$ cat src/rtl/dmp_rr_stream_merger_pkg.sv
// Shared types for the deterministic round-robin merge stage.
package dmp_pkg;

  localparam int unsigned DMP_DATA_W = 32;
  localparam int unsigned DMP_ID_W   = 32;

  // Contribution is unsigned Q16.16 fixed point.
  typedef logic [DMP_DATA_W-1:0] contrib_t;
  typedef logic [DMP_ID_W-1:0]   node_id_t;

  typedef struct packed {
    contrib_t contrib;
    node_id_t dest;
  } stream_beat_t;

  typedef enum logic [1:0] {
    IDLE  = 2'd0,
    MERGE = 2'd1,
    DONE  = 2'd2
  } merge_state_e;

  function automatic int unsigned ptr_w(input int unsigned n);
    return (n > 1) ? $clog2(n) : 1;
  endfunction

endpackage

$ cat src/rtl/dmp_rr_stream_merger_if.sv
// Per-thread scatter inputs and the merged serial output stream.
interface dmp_rr_stream_merger_if
  import dmp_pkg::*;
#(
  parameter int unsigned NUM_HW_THREADS = 8,
  parameter int unsigned DATA_W         = DMP_DATA_W,
  parameter int unsigned ID_W           = DMP_ID_W
);
  localparam int unsigned TW = ptr_w(NUM_HW_THREADS);

  logic [NUM_HW_THREADS-1:0]             in_valid;
  logic [NUM_HW_THREADS-1:0][DATA_W-1:0] in_contrib;
  logic [NUM_HW_THREADS-1:0][ID_W-1:0]   in_dest;
  logic [NUM_HW_THREADS-1:0]             in_done;
  logic [NUM_HW_THREADS-1:0]             stall_thread;
  logic                                  out_valid;
  logic                                  out_ready;
  logic [DATA_W-1:0]                     out_contrib;
  logic [ID_W-1:0]                       out_dest;
  logic [TW-1:0]                         out_thread;

  modport slave (
    input  in_valid, in_contrib, in_dest, in_done, out_ready,
    output stall_thread, out_valid, out_contrib, out_dest, out_thread
  );

  modport master (
    output in_valid, in_contrib, in_dest, in_done, out_ready,
    input  stall_thread, out_valid, out_contrib, out_dest, out_thread
  );

endinterface

$ cat src/rtl/dmp_rr_stream_merger_fifo.sv
// Single-clock per-thread FIFO; a push into a full FIFO is only taken
// when a pop happens in the same cycle.
module dmp_thread_fifo #(
  parameter int unsigned DEPTH = 4,
  parameter int unsigned W     = 64
) (
  input  logic                       clk,
  input  logic                       rst,
  input  logic                       push_i,
  input  logic                       pop_i,
  input  logic [W-1:0]               wdata_i,
  output logic [W-1:0]               rdata_o,
  output logic [$clog2(DEPTH):0]     count_o,
  output logic                       full_o,
  output logic                       empty_o
);
  localparam int unsigned AW = $clog2(DEPTH);
  localparam int unsigned CW = AW + 1;

  logic [W-1:0]  mem_q [DEPTH];
  logic [AW-1:0] wr_q, wr_d, rd_q, rd_d;
  logic [CW-1:0] count_q, count_d;
  logic          do_push, do_pop;

  assign empty_o = (count_q == '0);
  assign full_o  = (count_q == CW'(DEPTH));
  assign count_o = count_q;
  assign rdata_o = mem_q[rd_q];

  assign do_pop  = pop_i & ~empty_o;
  assign do_push = push_i & (~full_o | do_pop);

  always_comb begin
    wr_d    = wr_q;
    rd_d    = rd_q;
    count_d = count_q;
    if (do_push) wr_d = wr_q + AW'(1);
    if (do_pop)  rd_d = rd_q + AW'(1);
    case ({do_push, do_pop})
      2'b10:   count_d = count_q + CW'(1);
      2'b01:   count_d = count_q - CW'(1);
      default: count_d = count_q;
    endcase
  end

  always_ff @(posedge clk or posedge rst) begin
    if (rst) begin
      wr_q    <= '0;
      rd_q    <= '0;
      count_q <= '0;
    end else begin
      wr_q    <= wr_d;
      rd_q    <= rd_d;
      count_q <= count_d;
    end
  end

  always_ff @(posedge clk) begin
    if (do_push) mem_q[wr_q] <= wdata_i;
  end

endmodule

$ cat src/rtl/dmp_rr_stream_merger.sv
// Buffers per-thread scatter output and releases it as one stream in strict
// round-robin token order, so downstream accumulation order is timing-independent.
module dmp_rr_stream_merger
  import dmp_pkg::*;
#(
  parameter int unsigned NUM_HW_THREADS = 8,
  parameter int unsigned FIFO_DEPTH     = 4,
  parameter int unsigned DATA_W         = DMP_DATA_W,
  parameter int unsigned ID_W           = DMP_ID_W
) (
  input  logic                   clock,
  input  logic                   reset,
  input  logic                   merge_start,
  dmp_rr_stream_merger_if.slave  strm,
  output logic                   merge_complete,
  output logic                   overflow_err
);
  localparam int unsigned TW = ptr_w(NUM_HW_THREADS);
  localparam int unsigned CW = $clog2(FIFO_DEPTH) + 1;
  localparam int unsigned BW = DATA_W + ID_W;
  localparam logic [TW-1:0] LAST = TW'(NUM_HW_THREADS - 1);

  merge_state_e state_q, state_d;
  logic [TW-1:0]             ptr_q, ptr_d, ptr_next;
  logic [NUM_HW_THREADS-1:0] done_q, done_d;
  logic [NUM_HW_THREADS-1:0] stall_q, stall_d;
  logic                      out_valid_q, out_valid_d;
  logic [DATA_W-1:0]         out_contrib_q, out_contrib_d;
  logic [ID_W-1:0]           out_dest_q, out_dest_d;
  logic [TW-1:0]             out_thread_q, out_thread_d;
  logic                      overflow_q, overflow_d;

  logic [NUM_HW_THREADS-1:0] pop, empty, full, drop;
  logic [BW-1:0]             rdata [NUM_HW_THREADS];
  logic [CW-1:0]             count [NUM_HW_THREADS];
  logic                      slot_free;

  for (genvar g = 0; g < NUM_HW_THREADS; g++) begin : g_fifo
    dmp_thread_fifo #(
      .DEPTH (FIFO_DEPTH),
      .W     (BW)
    ) u_fifo (
      .clk     (clock),
      .rst     (reset),
      .push_i  (strm.in_valid[g]),
      .pop_i   (pop[g]),
      .wdata_i ({strm.in_contrib[g], strm.in_dest[g]}),
      .rdata_o (rdata[g]),
      .count_o (count[g]),
      .full_o  (full[g]),
      .empty_o (empty[g])
    );
    assign drop[g]    = strm.in_valid[g] & full[g] & ~pop[g];
    assign stall_d[g] = (count[g] >= CW'(FIFO_DEPTH - 1));
  end

  assign slot_free = ~out_valid_q | strm.out_ready;
  assign ptr_next  = (ptr_q == LAST) ? '0 : ptr_q + TW'(1);

  always_comb begin
    state_d       = state_q;
    ptr_d         = ptr_q;
    done_d        = done_q | strm.in_done;
    out_valid_d   = out_valid_q;
    out_contrib_d = out_contrib_q;
    out_dest_d    = out_dest_q;
    out_thread_d  = out_thread_q;
    overflow_d    = overflow_q | (|drop);
    pop           = '0;

    if (out_valid_q && strm.out_ready) out_valid_d = 1'b0;

    case (state_q)
      IDLE, DONE: begin
        if (merge_start) begin
          state_d = MERGE;
          ptr_d   = '0;
          done_d  = strm.in_done;
        end
      end
      MERGE: begin
        // An empty, not-yet-done thread holds the token: this wait is what
        // makes the output order independent of thread timing.
        if (slot_free) begin
          if ((&done_q) && (&empty)) begin
            state_d = DONE;
          end else if (!empty[ptr_q]) begin
            pop[ptr_q]                  = 1'b1;
            out_valid_d                 = 1'b1;
            {out_contrib_d, out_dest_d} = rdata[ptr_q];
            out_thread_d                = ptr_q;
            ptr_d                       = ptr_next;
          end else if (done_q[ptr_q]) begin
            ptr_d = ptr_next;
          end
        end
      end
      default: state_d = IDLE;
    endcase
  end

  always_ff @(posedge clock or posedge reset) begin
    if (reset) begin
      state_q       <= IDLE;
      ptr_q         <= '0;
      done_q        <= '0;
      stall_q       <= '0;
      out_valid_q   <= 1'b0;
      out_contrib_q <= '0;
      out_dest_q    <= '0;
      out_thread_q  <= '0;
      overflow_q    <= 1'b0;
    end else begin
      state_q       <= state_d;
      ptr_q         <= ptr_d;
      done_q        <= done_d;
      stall_q       <= stall_d;
      out_valid_q   <= out_valid_d;
      out_contrib_q <= out_contrib_d;
      out_dest_q    <= out_dest_d;
      out_thread_q  <= out_thread_d;
      overflow_q    <= overflow_d;
    end
  end

  assign strm.stall_thread = stall_q;
  assign strm.out_valid    = out_valid_q;
  assign strm.out_contrib  = out_contrib_q;
  assign strm.out_dest     = out_dest_q;
  assign strm.out_thread   = out_thread_q;
  assign merge_complete    = (state_q == DONE);
  assign overflow_err      = overflow_q;

endmodule

$ cat src/flat_wrapper.sv
// flat-port wrapper written by rule: the top's interface ports become plain ports
module dmp_rr_stream_merger_flat import dmp_pkg::*;
#(
  parameter int unsigned NUM_HW_THREADS = 8,
  parameter int unsigned FIFO_DEPTH     = 4,
  parameter int unsigned DATA_W         = DMP_DATA_W,
  parameter int unsigned ID_W           = DMP_ID_W
)
  (clock, reset, merge_start, merge_complete, overflow_err, strm_in_valid, strm_in_contrib, strm_in_dest, strm_in_done, strm_out_ready, strm_stall_thread, strm_out_valid, strm_out_contrib, strm_out_dest, strm_out_thread);
  dmp_rr_stream_merger_if #(.NUM_HW_THREADS(NUM_HW_THREADS), .DATA_W(DATA_W), .ID_W(ID_W)) strm_i ();
  input  logic clock;
  input  logic reset;
  input  logic merge_start;
  output logic merge_complete;
  output logic overflow_err;
  input wire logic [$bits(strm_i.in_valid)-1:0] strm_in_valid;
  input wire logic [$bits(strm_i.in_contrib)-1:0] strm_in_contrib;
  input wire logic [$bits(strm_i.in_dest)-1:0] strm_in_dest;
  input wire logic [$bits(strm_i.in_done)-1:0] strm_in_done;
  input wire logic [$bits(strm_i.out_ready)-1:0] strm_out_ready;
  output wire logic [$bits(strm_i.stall_thread)-1:0] strm_stall_thread;
  output wire logic [$bits(strm_i.out_valid)-1:0] strm_out_valid;
  output wire logic [$bits(strm_i.out_contrib)-1:0] strm_out_contrib;
  output wire logic [$bits(strm_i.out_dest)-1:0] strm_out_dest;
  output wire logic [$bits(strm_i.out_thread)-1:0] strm_out_thread;
  assign strm_i.in_valid = strm_in_valid;
  assign strm_i.in_contrib = strm_in_contrib;
  assign strm_i.in_dest = strm_in_dest;
  assign strm_i.in_done = strm_in_done;
  assign strm_i.out_ready = strm_out_ready;
  assign strm_stall_thread = strm_i.stall_thread;
  assign strm_out_valid = strm_i.out_valid;
  assign strm_out_contrib = strm_i.out_contrib;
  assign strm_out_dest = strm_i.out_dest;
  assign strm_out_thread = strm_i.out_thread;
  dmp_rr_stream_merger #(.NUM_HW_THREADS(NUM_HW_THREADS), .FIFO_DEPTH(FIFO_DEPTH), .DATA_W(DATA_W), .ID_W(ID_W)) u_core (.clock(clock), .reset(reset), .merge_start(merge_start), .strm(strm_i), .merge_complete(merge_complete), .overflow_err(overflow_err));
endmodule
$ cat config.mk
export PLATFORM = sky130hd
export DESIGN_NAME = dmp_rr_stream_merger_flat
export DESIGN_NICKNAME = d
export VERILOG_FILES = /design/src/rtl/dmp_rr_stream_merger_pkg.sv /design/src/rtl/dmp_rr_stream_merger_if.sv /design/src/rtl/dmp_rr_stream_merger_fifo.sv /design/src/rtl/dmp_rr_stream_merger.sv /design/src/flat_wrapper.sv
export SDC_FILE = /design/constraint.sdc
export NUM_CORES = 2
export LEC_CHECK = 0
export CAP_MARGIN = 20
export CORE_ASPECT_RATIO = 1.5
export CORE_MARGIN = 8
export CORE_UTILIZATION = 52
export DETAILED_ROUTE_END_ITERATION = 8
export GPL_ROUTABILITY_DRIVEN = 0
export PLACE_DENSITY = 0.72
export SYNTH_ARGS = -nofsm -noshare
export SYNTH_HDL_FRONTEND = slang
export SYNTH_SLANG_ARGS = --single-unit
$ cat constraint.sdc
create_clock -name clock -period 5.95 [get_ports clock]
set_clock_uncertainty 0.05 [all_clocks]
set_input_delay 1.19 -clock clock [delete_from_list [all_inputs] [get_ports clock]]
set_output_delay 1.19 -clock clock [all_outputs]
set_load 0.005 [all_outputs]
==> results.md <==
- Multi-input combinational cell area: 17200 um^2
- Worst skew pair latency: 0.84 ns
- Die W: 342 um
- Critical path origin: u_core.ptr_q[0]
- Flop2flop setup slack: 1.44 ns
- Crit Path Class: reg -> reg
- Worst-path clk slew: 0.07 ns
- Switching share of power: 31.5%
- Worst path depth: 9
- Synth unique cells: 59
- First-pass GRT wire length: 316000 um
- Critical path buffers and inverters: 2
- Mean Syn Cell Area: 22.7 um^2
- Ports: 610
- Net count after synthesis: 4231
- Slowest cell on the critical path: a31oi_1
- Syn Inst Count: 3657
- Routed vias: 42000
- Root Driver: clkbuf_16
- R2r startpoint: u_core.ptr_q[0]
- Chip Height: 506 um
- Post-layout min period: 4.51 ns
- Worst rel slew slack: 15.0%
- Clock Tree Buf Depth: 3
- Sw power: 15.5 mW
- DRT iter0 DRCs: 5688
- WP data required: 6.38 ns
- WL final: 226000 um
- Max cap viols: 0
- 1st-pass router iterations: 5
- Maximum fanout along the worst path: 28
- Critical Path Source Type: flop
- Port Buffers: 609
- Syn-to-layout area delta: 19.0%
- Fraction of layout cells with a size suffix above 1: 21.4%
- Die ar.: 173000 um^2
- Final HPWL DP: 159000 um
- Worst VDD drop: 0.363 mV
- Reg-to-Reg End: u_core.g_fifo[4].u_fifo.mem_q[1][58]
- Leakage: 32.0 nW
- Final nets: 4934
- Final core occ: 62.3%
- Pins Over Slew Limit: 0
- Fill count: 10600
- Post-CTS setup buffers: 0
- Asr flop ratio synth: 6.65%
- Critical path endpoint category: flop
- Critical Path Most Common Cell: buf_4
- Critical-path cell list: and3b_4 -> a22oi_1 -> nand4_4 -> nor3_1 -> buf_4 -> nand2_1 -> a31oi_1 -> and2_4 -> buf_4
- Setup_tns: 0 ns
- Synth Flop Type: edfxtp_1
- FF+latch count, synth: 2194
- Syn. warnings: 0
- Core box area: 159000 um^2
- Avg Vias per Cell: 6.31
- Site row count: 179
- Total congestion overflow: 0
- Post-route ant nets: 0
- Critical Path End: u_core.g_fifo[4].u_fifo.mem_q[1][58]
- R2r worst-path depth: 9
- Internal power: 33.7 mW
- EDFF count, synth: 2048
- Final-report setup violation count: 0
- Clk sinks: 2194
- Initial Utilization: 52.3%
- RSZ-0062 raised after global routing: no
- Sequential Power Share: 45.7%
- Final Hold Fails: 0
- WP data arrival: 4.93 ns
- Total power: 49.3 mW
- # hold bufs at CTS: 0
- Cell family with most CP delay: simple AND/OR/NAND/NOR gates
- Sequential Area: 65200 um^2
- Worst Tran Pin Value: 1.28 ns
- Initial antenna violation count: 89
- Largest net degree at the start of global routing: 88
- Vias in the first global route: 42500
- Clock share of power: 25.9%
- Tightest Hold Check Type: reg -> reg
- Wire per inst: 34.0 um
- CTS tree: built
- Gr usage total: 25.9%
- Fmax: 222 MHz
- Post-CTS resize count: 0
- Comb power frac: 28.4%
- Synthesized cell area: 83100 um^2
- Period utilization: 75.8%
- Total CTS buffers: 191
- Status: finished, final reports clean
- Total number of H-tree levels: 4
- Share of the yosys chip area belonging to registers: 78.4%
- Largest stage delay, worst path: 0.83 ns
- DRC Markers: 0
- Pwr dens: 498 nW/um^2
-- routing by layer --
| layer | part of all wire (%) | track usage, % |
|---|---|---|
| met5 | 0.24 | 0 |
| met4 | 4.3 | 10.5 |
| met3 | 13 | 9.69 |
| met2 | 45 | 38.1 |
| met1 | 37 | 35.1 |
-- cell usage in the layout, fill, tap and decap left out, types with 16 or more instances in the layout --
cell and instances:
edfxtp_1 2048, clkdlybuf4s50_1 609, mux4_2 512, clkbuf_16 194
a22oi_1 133, dfrtp_1 130, a21o_1 84, a221oi_1 69
buf_4 68, a31oi_1 67, a22o_1 66, diode_2 53
clkinv_1 39, inv_1 38, nand2_1 37, clkinv_2 37
ha_1 34, and2_4 32, clkbuf_1 32, buf_12 25
xnor2_1 24, bufinv_16 24, nor2_1 17, dfrtp_4 16
-- stage by stage --
stage | cells | hold WS [ns] | setup slack [ns] | cell area, um^2
floorplan | 3657 | 0.420 | 0.787 | 83100
global placement | 6245 | 0.411 | 0.845 | 92200
detailed placement | 6245 | 0.416 | 0.743 | 92200
CTS | 6605 | 0.431 | 1.45 | 98700
global route | 6611 | 0.443 | 1.25 | 98800
finish | 6661 | 0.428 | 1.44 | 98900
-- sequential cells by signal, indices dropped and copies added, names as in the netlist --
register / cells
u_core.g_fifo.u_fifo.mem_q: 2048
u_core.strm.out_contrib: 32
u_core.strm.out_dest: 32
u_core.g_fifo.u_fifo.count_o: 24
u_core.g_fifo.u_fifo.rd_q: 16
u_core.g_fifo.u_fifo.wr_q: 16
u_core.done_q: 8
u_core.strm.stall_thread: 8
u_core.ptr_q: 3
u_core.strm.out_thread: 3
u_core.state_q: 2
u_core.overflow_err: 1
u_core.strm.out_valid: 1
-- worst register-to-register path: cells and delay by family (launching register included) --
| kind | cells | cell delay [ns] |
|---|---|---|
| and+or+nand+nor | 5 | 1.58 |
| AOI/OAI and AO/OA | 2 | 1.12 |
| DFF | 1 | 0.72 |
| buffers and inverters | 2 | 0.69 |
-- power groups by stage --
stage	clock (mW)	sequential, mW	combinational (mW)
6_report	12.8	22.5	14.0
5_1_grt	13.4	22.9	14.6
4_1_cts	12.9	22.6	14.0
3_5_place_dp	0	22.9	13.9
3_3_place_gp	0	22.7	13.8
2_1_floorplan	0	21.5	8.85
-- logic make-up (layout without fill, tap and decap cells) --
group	count (synthesis)	count (layout)	share of synthesized area (%)
flops	2194	2194	78.4
mux	526	526	14.1
compound gates	469	469	4.31
buf+inv	235	1105	1.11
simple gates	159	159	1.11
fa+ha+maj	42	42	0.704
xor+xnor	32	32	0.337
other cells	0	53	0
-- synthesized netlist by cell type, types with 34 or more instances --
library cell | n | area (um^2)
a221oi_1 | 69 | 604
a31oi_1 | 67 | 419
a21o_1 | 84 | 631
nand2_1 | 37 | 139
buf_1 | 42 | 158
edfxtp_1 | 2048 | 61500
a22oi_1 | 133 | 998
a22o_1 | 66 | 578
dfrtp_1 | 146 | 3650
inv_1 | 39 | 146
mux4_2 | 512 | 11500
clkbuf_1 | 122 | 458
ha_1 | 34 | 425
-- worst min path at each step --
stage,slack (ns),startpoint,cells past startpoint,end
floorplan,0.42,u_core.strm.out_thread[0],2,u_core.strm.out_thread[0]
global placement,0.41,u_core.strm.out_contrib[1],1,u_core.strm.out_contrib[1]
detailed placement,0.42,u_core.strm.out_contrib[9],1,u_core.strm.out_contrib[9]
CTS,0.43,u_core.strm.out_contrib[9],1,u_core.strm.out_contrib[9]
global route,0.44,u_core.strm.out_dest[2],1,u_core.strm.out_dest[2]
finish,0.43,u_core.strm.out_dest[3],1,u_core.strm.out_dest[3]
-- final cells by class --
class,instances,area share (%)
clock inverter,129,1.46
sequential,2194,66.0
antenna,53,0.134
timing repair buffer,705,7.21
tap,2081,2.63
clock buffer,231,5.10
multi-input combinational,1228,17.4
inverter,40,0.157
Note: power is estimated with default switching activity, not from simulation.
